### src/rtl/rr_arb_pkg.sv
// Shared types and sizes for the eight-way round-robin arbiter.
package rr_arb_pkg;
    localparam int ARB_N = 8;
    localparam int ARB_W = 3;

    typedef logic [ARB_W-1:0] arb_idx_t;

    typedef enum logic {
        ARB_IDLE,
        ARB_GRANT
    } arb_state_e;
endpackage

### src/rtl/rr_pick8.sv
// Circular find-first-set: rotate requests down by the pointer, take the lowest
// set bit, then add the pointer back to recover the absolute winner index.
module rr_pick8
    import rr_arb_pkg::*;
(
    input  logic [ARB_N-1:0] i_req,
    input  arb_idx_t         i_ptr,
    input  logic [ARB_N-1:0] i_mask,
    output logic [ARB_N-1:0] o_onehot,
    output arb_idx_t         o_idx,
    output logic             o_any
);
    logic [ARB_N-1:0]   w_req;
    logic [2*ARB_N-1:0] w_dbl;
    logic [ARB_N-1:0]   w_rot;
    arb_idx_t           w_off;

    always_comb begin
        w_req = i_req & ~i_mask;
        w_dbl = {w_req, w_req} >> i_ptr;
        w_rot = w_dbl[ARB_N-1:0];
        w_off = '0;
        // Scan high-to-low so the lowest set bit is the last one written.
        for (int k = ARB_N - 1; k >= 0; k--) begin
            if (w_rot[k]) w_off = arb_idx_t'(k);
        end
        o_any    = |w_rot;
        o_idx    = i_ptr + w_off;
        o_onehot = o_any ? (ARB_N'(1) << o_idx) : '0;
    end
endmodule

### src/rtl/rr_arbiter8.sv
// Eight-requester round-robin arbiter with registered one-hot grant and valid/ready.
// Define RR_ARBITER8_LOCK_EN to add i_lock (hold pointer and re-grant for bursts).
module rr_arbiter8
    import rr_arb_pkg::*;
#(
    parameter int unsigned RESET_PTR = 0
) (
    input  logic             i_clk,
    input  logic             i_rst,
    input  logic [ARB_N-1:0] i_req,
    input  logic             i_ready,
`ifdef RR_ARBITER8_LOCK_EN
    input  logic             i_lock,
`endif
    output logic             o_valid,
    output logic [ARB_N-1:0] o_grant,
    output arb_idx_t         o_ptr
);
    localparam arb_idx_t PTR_RST = arb_idx_t'(RESET_PTR);

    arb_state_e       r_state, w_state_nxt;
    logic [ARB_N-1:0] r_grant, w_grant_nxt;
    arb_idx_t         r_ptr, w_ptr_nxt;
    arb_idx_t         r_idx, w_idx_nxt;

    logic             w_hs, w_adv;
    arb_idx_t         w_pick_ptr;
    logic [ARB_N-1:0] w_pick_mask;
    logic [ARB_N-1:0] w_pick;
    arb_idx_t         w_pick_idx;
    logic             w_pick_any;

    assign w_hs = (r_state == ARB_GRANT) && i_ready;
`ifdef RR_ARBITER8_LOCK_EN
    assign w_adv = w_hs && !i_lock;
`else
    assign w_adv = w_hs;
`endif

    // Advancing handshake picks from past the winner with the winner masked off.
    assign w_pick_ptr  = w_adv ? r_idx + arb_idx_t'(1) : r_ptr;
    assign w_pick_mask = w_adv ? r_grant : '0;

    rr_pick8 u_pick (
        .i_req    (i_req),
        .i_ptr    (w_pick_ptr),
        .i_mask   (w_pick_mask),
        .o_onehot (w_pick),
        .o_idx    (w_pick_idx),
        .o_any    (w_pick_any)
    );

    always_comb begin
        w_state_nxt = r_state;
        w_grant_nxt = r_grant;
        w_ptr_nxt   = r_ptr;
        w_idx_nxt   = r_idx;
        case (r_state)
            ARB_IDLE: begin
                if (w_pick_any) begin
                    w_state_nxt = ARB_GRANT;
                    w_grant_nxt = w_pick;
                    w_idx_nxt   = w_pick_idx;
                end
            end
            ARB_GRANT: begin
                if (w_hs) begin
                    w_ptr_nxt = w_pick_ptr;
                    if (w_pick_any) begin
                        w_grant_nxt = w_pick;
                        w_idx_nxt   = w_pick_idx;
                    end else begin
                        w_state_nxt = ARB_IDLE;
                        w_grant_nxt = '0;
                    end
                end
            end
            default: begin
                w_state_nxt = ARB_IDLE;
                w_grant_nxt = '0;
            end
        endcase
    end

    always_ff @(posedge i_clk) begin
        if (i_rst) begin
            r_state <= ARB_IDLE;
            r_grant <= '0;
            r_ptr   <= PTR_RST;
            r_idx   <= '0;
        end else begin
            r_state <= w_state_nxt;
            r_grant <= w_grant_nxt;
            r_ptr   <= w_ptr_nxt;
            r_idx   <= w_idx_nxt;
        end
    end

    assign o_valid = (r_state == ARB_GRANT);
    assign o_grant = r_grant;
    assign o_ptr   = r_ptr;
endmodule

### config.mk
export PLATFORM = sky130hd
export DESIGN_NAME = rr_arbiter8
export DESIGN_NICKNAME = d
export VERILOG_FILES = /design/src/rtl/rr_arb_pkg.sv /design/src/rtl/rr_pick8.sv /design/src/rtl/rr_arbiter8.sv
export SDC_FILE = /design/constraint.sdc
export NUM_CORES = 1
export LEC_CHECK = 0
export ABC_AREA = 0
export CAP_MARGIN = 20
export CORE_MARGIN = 2
export CORE_UTILIZATION = 49
export CTS_CLUSTER_SIZE = 12
export DETAILED_ROUTE_END_ITERATION = 12
export PLACE_DENSITY = 0.77
export SYNTH_ARGS = -nofsm -noshare
export SYNTH_HDL_FRONTEND = slang
export SYNTH_HIERARCHICAL = 1
export SYNTH_SLANG_ARGS = --single-unit
### constraint.sdc
create_clock -name i_clk -period 5 [get_ports i_clk]
set_input_delay 1.5 -clock i_clk [delete_from_list [all_inputs] [get_ports i_clk]]
set_output_delay 1.5 -clock i_clk [all_outputs]
set_load 0.05 [all_outputs]
### After elaboration in Yosys (flattened, before gate mapping)

Index checks and enable logic that the tools add are counted.

| word-level totals | value |
|---|---|
| flip-flop bits (word level) | 15 |
| bits of input ports | 11 |

| cells by class | value |
|---|---|
| add/subtract/negate cells | 2 |
| shift-type cells | 2 |
| reduce and logical (&&, ||, !) cells | 4 |
| bitwise logic cells | 3 |
| muxes and demuxes | 20 |
| eq/ne operators | 2 |

Operators by type and width:

| operator | number |
|---|---|
| 3-bit two-way mux | 11 |
| 8-bit two-way mux | 4 |
| 8-bit case mux with 2 select lines | 1 |
| 16-bit by 3-bit >> shifter with 8-bit output | 1 |
| 8-bit AND | 1 |
| 8-bit inverter | 1 |
| 8-bit OR reduction | 1 |
| 1-bit by 3-bit left shift with 8-bit output (first input constant) | 1 |
| 3-bit case mux with 2 select lines | 1 |
| 2-bit by 1-bit != test with 1-bit output (second input constant) | 2 |
| 2-bit AND reduction | 2 |
| 3-bit by 1-bit adder with 3-bit output (second input constant) | 1 |
| 3-bit adder | 1 |
| 1-bit two-way mux | 2 |
| 1-bit case mux with 2 select lines | 1 |
| 1-bit logical AND | 1 |
| 1-bit inverter | 1 |

### Depth between registers and ports, before layout

| logic depth | value |
|---|---|
| depth in word-level cells | 18 |
| gate-level depth with buffers | 20 |

### Hierarchy

Netlist, hierarchy kept.

Modules (own cells, without submodules):

| module | cells an instance | area each (um^2) | sequential area each (um^2) | times used |
|---|---|---|---|---|
| rr_pick8 | 81 | 767.0 | 0.0 | 1 |
| rr_arbiter8 | 69 | 710.7 | 300.3 | 1 |

### Worst setup path after synthesis

OpenSTA, ideal clock, no wires.

| path | value |
|---|---|
| kind | input port to flip-flop |
| start | input port i_ready |
| end | register r_grant[0] (netlist: o_grant[0]) |
| data arrival time | 5191 ps |
| cell stages on the path | 19 |
| buffers on the path | 4 |
| library setup time | 128 ps |
| slack | -318 ps |
| path through | buf_6 -> nand2_4 -> mux2_2 -> buf_6 -> buf_2 -> and4b_1 -> or4_1 -> mux2i_1 -> o21ai_0 -> a31o_1 -> a21oi_1 -> ha_1 -> inv_1 -> fa_1 -> xor2_1 -> clkbuf_1 -> a211oi_1 -> a32oi_1 -> nor2_1 |

| between the ends | value |
|---|---|
| elaborated cells between the ends (all ways) | 24 |
| classes of those cells | add/sub: 1; eq/ne: 2; shift: 2; mux: 14; bitwise: 2; reduce/logical: 3 |

RTL lines:

| item | line | RTL |
|---|---|---|
| start, declared | rr_arbiter8.sv:11 | `input logic i_ready,` |
| 1-bit logical AND * | rr_arbiter8.sv:33 | `assign w_hs = (r_state == ARB_GRANT) && i_ready;` |
| 3-bit two-way mux * | rr_arbiter8.sv:41 | `assign w_pick_ptr = w_adv ? r_idx + arb_idx_t'(1) : r_ptr;` |
| named net w_pick_ptr[2] | rr_arbiter8.sv:27 | `arb_idx_t w_pick_ptr;` |
| 16-bit by 3-bit >> shifter with 8-bit output | rr_pick8.sv:20 | `w_dbl = {w_req, w_req} >> i_ptr;` |
| 3-bit two-way mux (8 in a row) | rr_pick8.sv:25 | `if (w_rot[k]) w_off = arb_idx_t'(k);` |
| 3-bit adder * | rr_pick8.sv:28 | `o_idx = i_ptr + w_off;` |
| 1-bit by 3-bit left shift with 8-bit output * | rr_pick8.sv:29 | `o_onehot = o_any ? (ARB_N'(1) << o_idx) : '0;` |
| named net w_pick[0] | rr_arbiter8.sv:29 | `logic [ARB_N-1:0] w_pick;` |
| 8-bit two-way mux | rr_arbiter8.sv:69 | `if (w_pick_any) begin` |
| 8-bit two-way mux | rr_arbiter8.sv:67 | `if (w_hs) begin` |
| 8-bit case mux with 2 select lines * | rr_arbiter8.sv:58 | `case (r_state)` |
| end signal, assigned | rr_arbiter8.sv:93 | `r_grant <= w_grant_nxt;` |
| end, declared | rr_arbiter8.sv:22 | `logic [ARB_N-1:0] r_grant, w_grant_nxt;` |

The timed path passes the listed nets; every way through them passes the cells marked *. The select of a mux whose other input is x is not followed.
A chain may end at the register's enable or synchronous reset.

### Final worst setup path

| path | value |
|---|---|
| start | input port i_ready |
| end | register r_grant[7] (netlist: o_grant[7]) |

| between the ends | value |
|---|---|
| elaborated cells between the ends (all ways) | 24 |
| classes of those cells | add/sub: 1; eq/ne: 2; shift: 2; mux: 14; bitwise: 2; reduce/logical: 3 |

RTL lines:

| item | line | RTL |
|---|---|---|
| 1-bit logical AND * | rr_arbiter8.sv:33 |  |
| 3-bit two-way mux * | rr_arbiter8.sv:41 |  |
| named net w_pick_ptr[2] | rr_arbiter8.sv:27 |  |
| 16-bit by 3-bit >> shifter with 8-bit output * | rr_pick8.sv:20 |  |
| 3-bit two-way mux (7 in a row) | rr_pick8.sv:25 |  |
| 3-bit two-way mux * | rr_pick8.sv:25 |  |
| 3-bit adder * | rr_pick8.sv:28 |  |
| named net w_pick_idx[1] | rr_arbiter8.sv:30 | `arb_idx_t w_pick_idx;` |
| 1-bit by 3-bit left shift with 8-bit output * | rr_pick8.sv:29 |  |
| named net w_pick[7] | rr_arbiter8.sv:29 |  |
| 8-bit two-way mux | rr_arbiter8.sv:69 |  |
| 8-bit two-way mux | rr_arbiter8.sv:67 |  |
| 8-bit case mux with 2 select lines * | rr_arbiter8.sv:58 |  |

Marked as above.

==> run metrics <==
Setup crit end kind register; Synth Area in Adders 0.03048; H-Tree Depth 1; drt pass-1 iters 8; Synth Register Bits 15; Clock Pin Slew Worst Setup and Hold Paths 0.10 ns; list of most frequent post-synthesis cells 15 x dfxtp_1, 9 x nand2_1, 9 x nor2_1, 9 x nor2b_1; WL per Instance 18.51 µm; Worst Hold Depth 2; Worst VDD drop 0.3353 mV; period utilisation layout 0.9601; FMAX 0.2083 GHz; Worst R2R Start o_valid; DRT iter0 DRCs 92; Synth area leader dfxtp_1; asr flop ratio synth 0; Leakage 0.8148 nW; Synth Net Count 164; Synth cell types 52; RSZ-0062 raised after global routing no; Avg Inst Size Synth 9.851 µm²; cell area after synthesis 1478 µm²; number of port buffers 22; total CTS buffers 3; combinational family with the most area after synthesis simple AND/OR/NAND/NOR gates; vias in the first global route 1501; CP Launch Type input port; post-synthesis sequential area ratio 0.2032; Final nets 216; GRT Total Usage 0.2594; Synth Area in XOR/XNOR 0.01778; Post-synth EDFFs 0; min cycle time layout 4.801 ns; Ports 23; CTS tree yes; share of layout cells above drive strength 1 0.4279; top_reg_cell synth dfxtp_1; ANT cells 0; CP arrival 4.97 ns; Skew-Pair Late Insertion Delay 0.30 ns; max-slew violations 0; CP cell instances clkbuf_2 > nand2_4 > mux2_4 > and4b_1 > or4_4 > mux2i_4 > nand2_1 > a31o_1 > a21oi_2 > ha_1 > inv_1 > fa_2 > inv_1 > nand2_1 > nand4bb_1 > o31ai_2 > a32oi_1 > nor2_1; outcome finished, violations left; cell with the most instances after synthesis dfxtp_1; Max-slew headroom 0.5770; Root Buffer clkbuf_4; utilization after layout 0.7235; clk buf depth 2; r2r worst-path depth 17; crit-path max FO 8; Cell Rows 19; Worst Hold Path EP o_grant[2]; worst hold path type register to register; CP Depth 18; TritonCTS Sinks 15; Synth warnings 6; antenna viol nets, final 0; Final Wtd Congestion 0.8935; Final setup viols 0; Layout area overhead 37.34%; pwr/cell area 552.1 nW/µm²; core footprint 2805 µm²; Fin Hold WS 0.5596 ns; Req. time, crit path 5.17 ns; Die Span Y 58.92 µm; failing checks design-rule violations; initial core utilization 0.5268; hold wc startpoint o_grant[2]; Compound-Gate Fraction of Synth Area 0.1600; FF-to-FF End o_grant[7]; Fin Setup TNS 0 ns; die area 3471 µm²; GR Overflow Total 0; Die W 58.92 µm; Max stage delay on crit path 0.59 ns; maxcap violations 0; initial antenna violation count 0; largest cells by area after synthesis dfxtp_1 20%, mux4_2 12%, a32oi_1 4.7%; Synth top area share 0.2032; final hold violation count 0; worst reg-to-reg setup slack 0.85 ns; largest net degree at the start of global routing 16; Hold-fix buffers, CTS 0; Post-Syn Instances 150; Layout Skew 0.01264 ns; global-route wire length before repair 6789 µm; DPL Wire Length 3039 µm; total wire length 4295 µm; Critical path buffers and inverters 3; Cells after DPL 218; post-synthesis mux area share 0.2218; average via count per standard cell 6.349; simple-gate share of the synthesized area 0.2972; via count 1473; pin slew with the least headroom to its limit 0.6325 ns; CP max stage cell or4_4; Residual DRC 1; Top Family by Delay on Critical Path simple AND/OR/NAND/NOR gates; WS Path Type input port to register; Final Instance Count excl. Fillers 232
report_power, final:
part | internal (mW) | total, mW | leakage (nW) | switching, mW
Combinational | 0.438 | 0.868 | 0.678 | 0.431
Sequential | 0.151 | 0.178 | 0.122 | 0.0269
Clock | 0.0305 | 0.0743 | 0.0139 | 0.0438
Total | 0.619 | 1.12 | 0.815 | 0.501
flip-flops by register name, summed over array words and instances, names as in the netlist:
signal,cells
o_ptr,3
o_valid,1
r_idx,3
o_grant,8
stage by stage:
stage,total power [mW],setup slack [ns],instance area (µm²)
final,1.120,0.1993,2029
after global routing,1.182,0.06848,2029
after CTS,1.084,0.07165,2009
after detailed placement,0.9269,-0.6238,1877
after global placement,0.9058,-0.4854,1877
after floorplan,0.6814,-0.02362,1518
logic make-up after synthesis:
| kind of cell | Yosys count |
|---|---|
| compound gates | 30 |
| xor+xnor | 3 |
| fa+ha+maj | 3 |
| buf+inv | 17 |
| flops | 15 |
| mux | 20 |
| simple gates | 62 |
cell type report:
type                    instances  area, µm²
clock buffers                   3      22.52
clock inverters                 1      7.507
fillers                       212      775.7
repair buffers                 59      500.5
flip-flops and latches         15      300.3
well taps                      31      38.79
multi-input cells             118       1141
inverters                       5      18.77
placed cells by master (no fill, tap or decap), types with 3 or more instances in the layout:
cell type and n:
a211oi_1 3, nand3_1 4, nand2_1 8, clkdlybuf4s50_1 21
and3_2 8, mux2i_4 3, a21bo_2 3, nor4bb_1 4
mux2_4 3, buf_4 35, dfxtp_1 15, mux2i_1 3
a21oi_1 5, nor2b_1 9, inv_1 4, mux4_2 8
nor2_1 9, a32oi_1 8, clkbuf_4 3
layer usage:
metal / track usage / wire length [µm]
met1: 0.3123 / 1749
met2: 0.4508 / 2195
met3: 0.05275 / 252
met4: 0.1006 / 97
met5: 0 / 0
worst min-delay path: cells and delay by family (launching register included):
kind,cells,cell delay (ns)
flops,1,0.38
compound gates,1,0.07
simple gates,1,0.08
worst max-delay path by stage:
stage          startpoint  slack (ns)          to
3_5_place_dp      i_ready       -0.62  o_grant[7]
3_3_place_gp      i_ready       -0.49  o_grant[7]
4_1_cts           i_ready        0.07  o_grant[7]
5_1_grt           i_ready        0.07  o_grant[7]
6_report          i_ready        0.20  o_grant[7]
2_1_floorplan     i_ready       -0.02  o_grant[2]
what timing repair did:
| item | 4_1_cts | 5_1_grt |
|---|---|---|
| gates resized for setup | 7 | 6 |
| setup buffers | 10 | 0 |
| gates cloned | 0 | 0 |
| pin swaps | 1 | 1 |
| endpoints found under the setup margin | 9 | 9 |
Note: power is estimated with default switching activity, not from simulation.
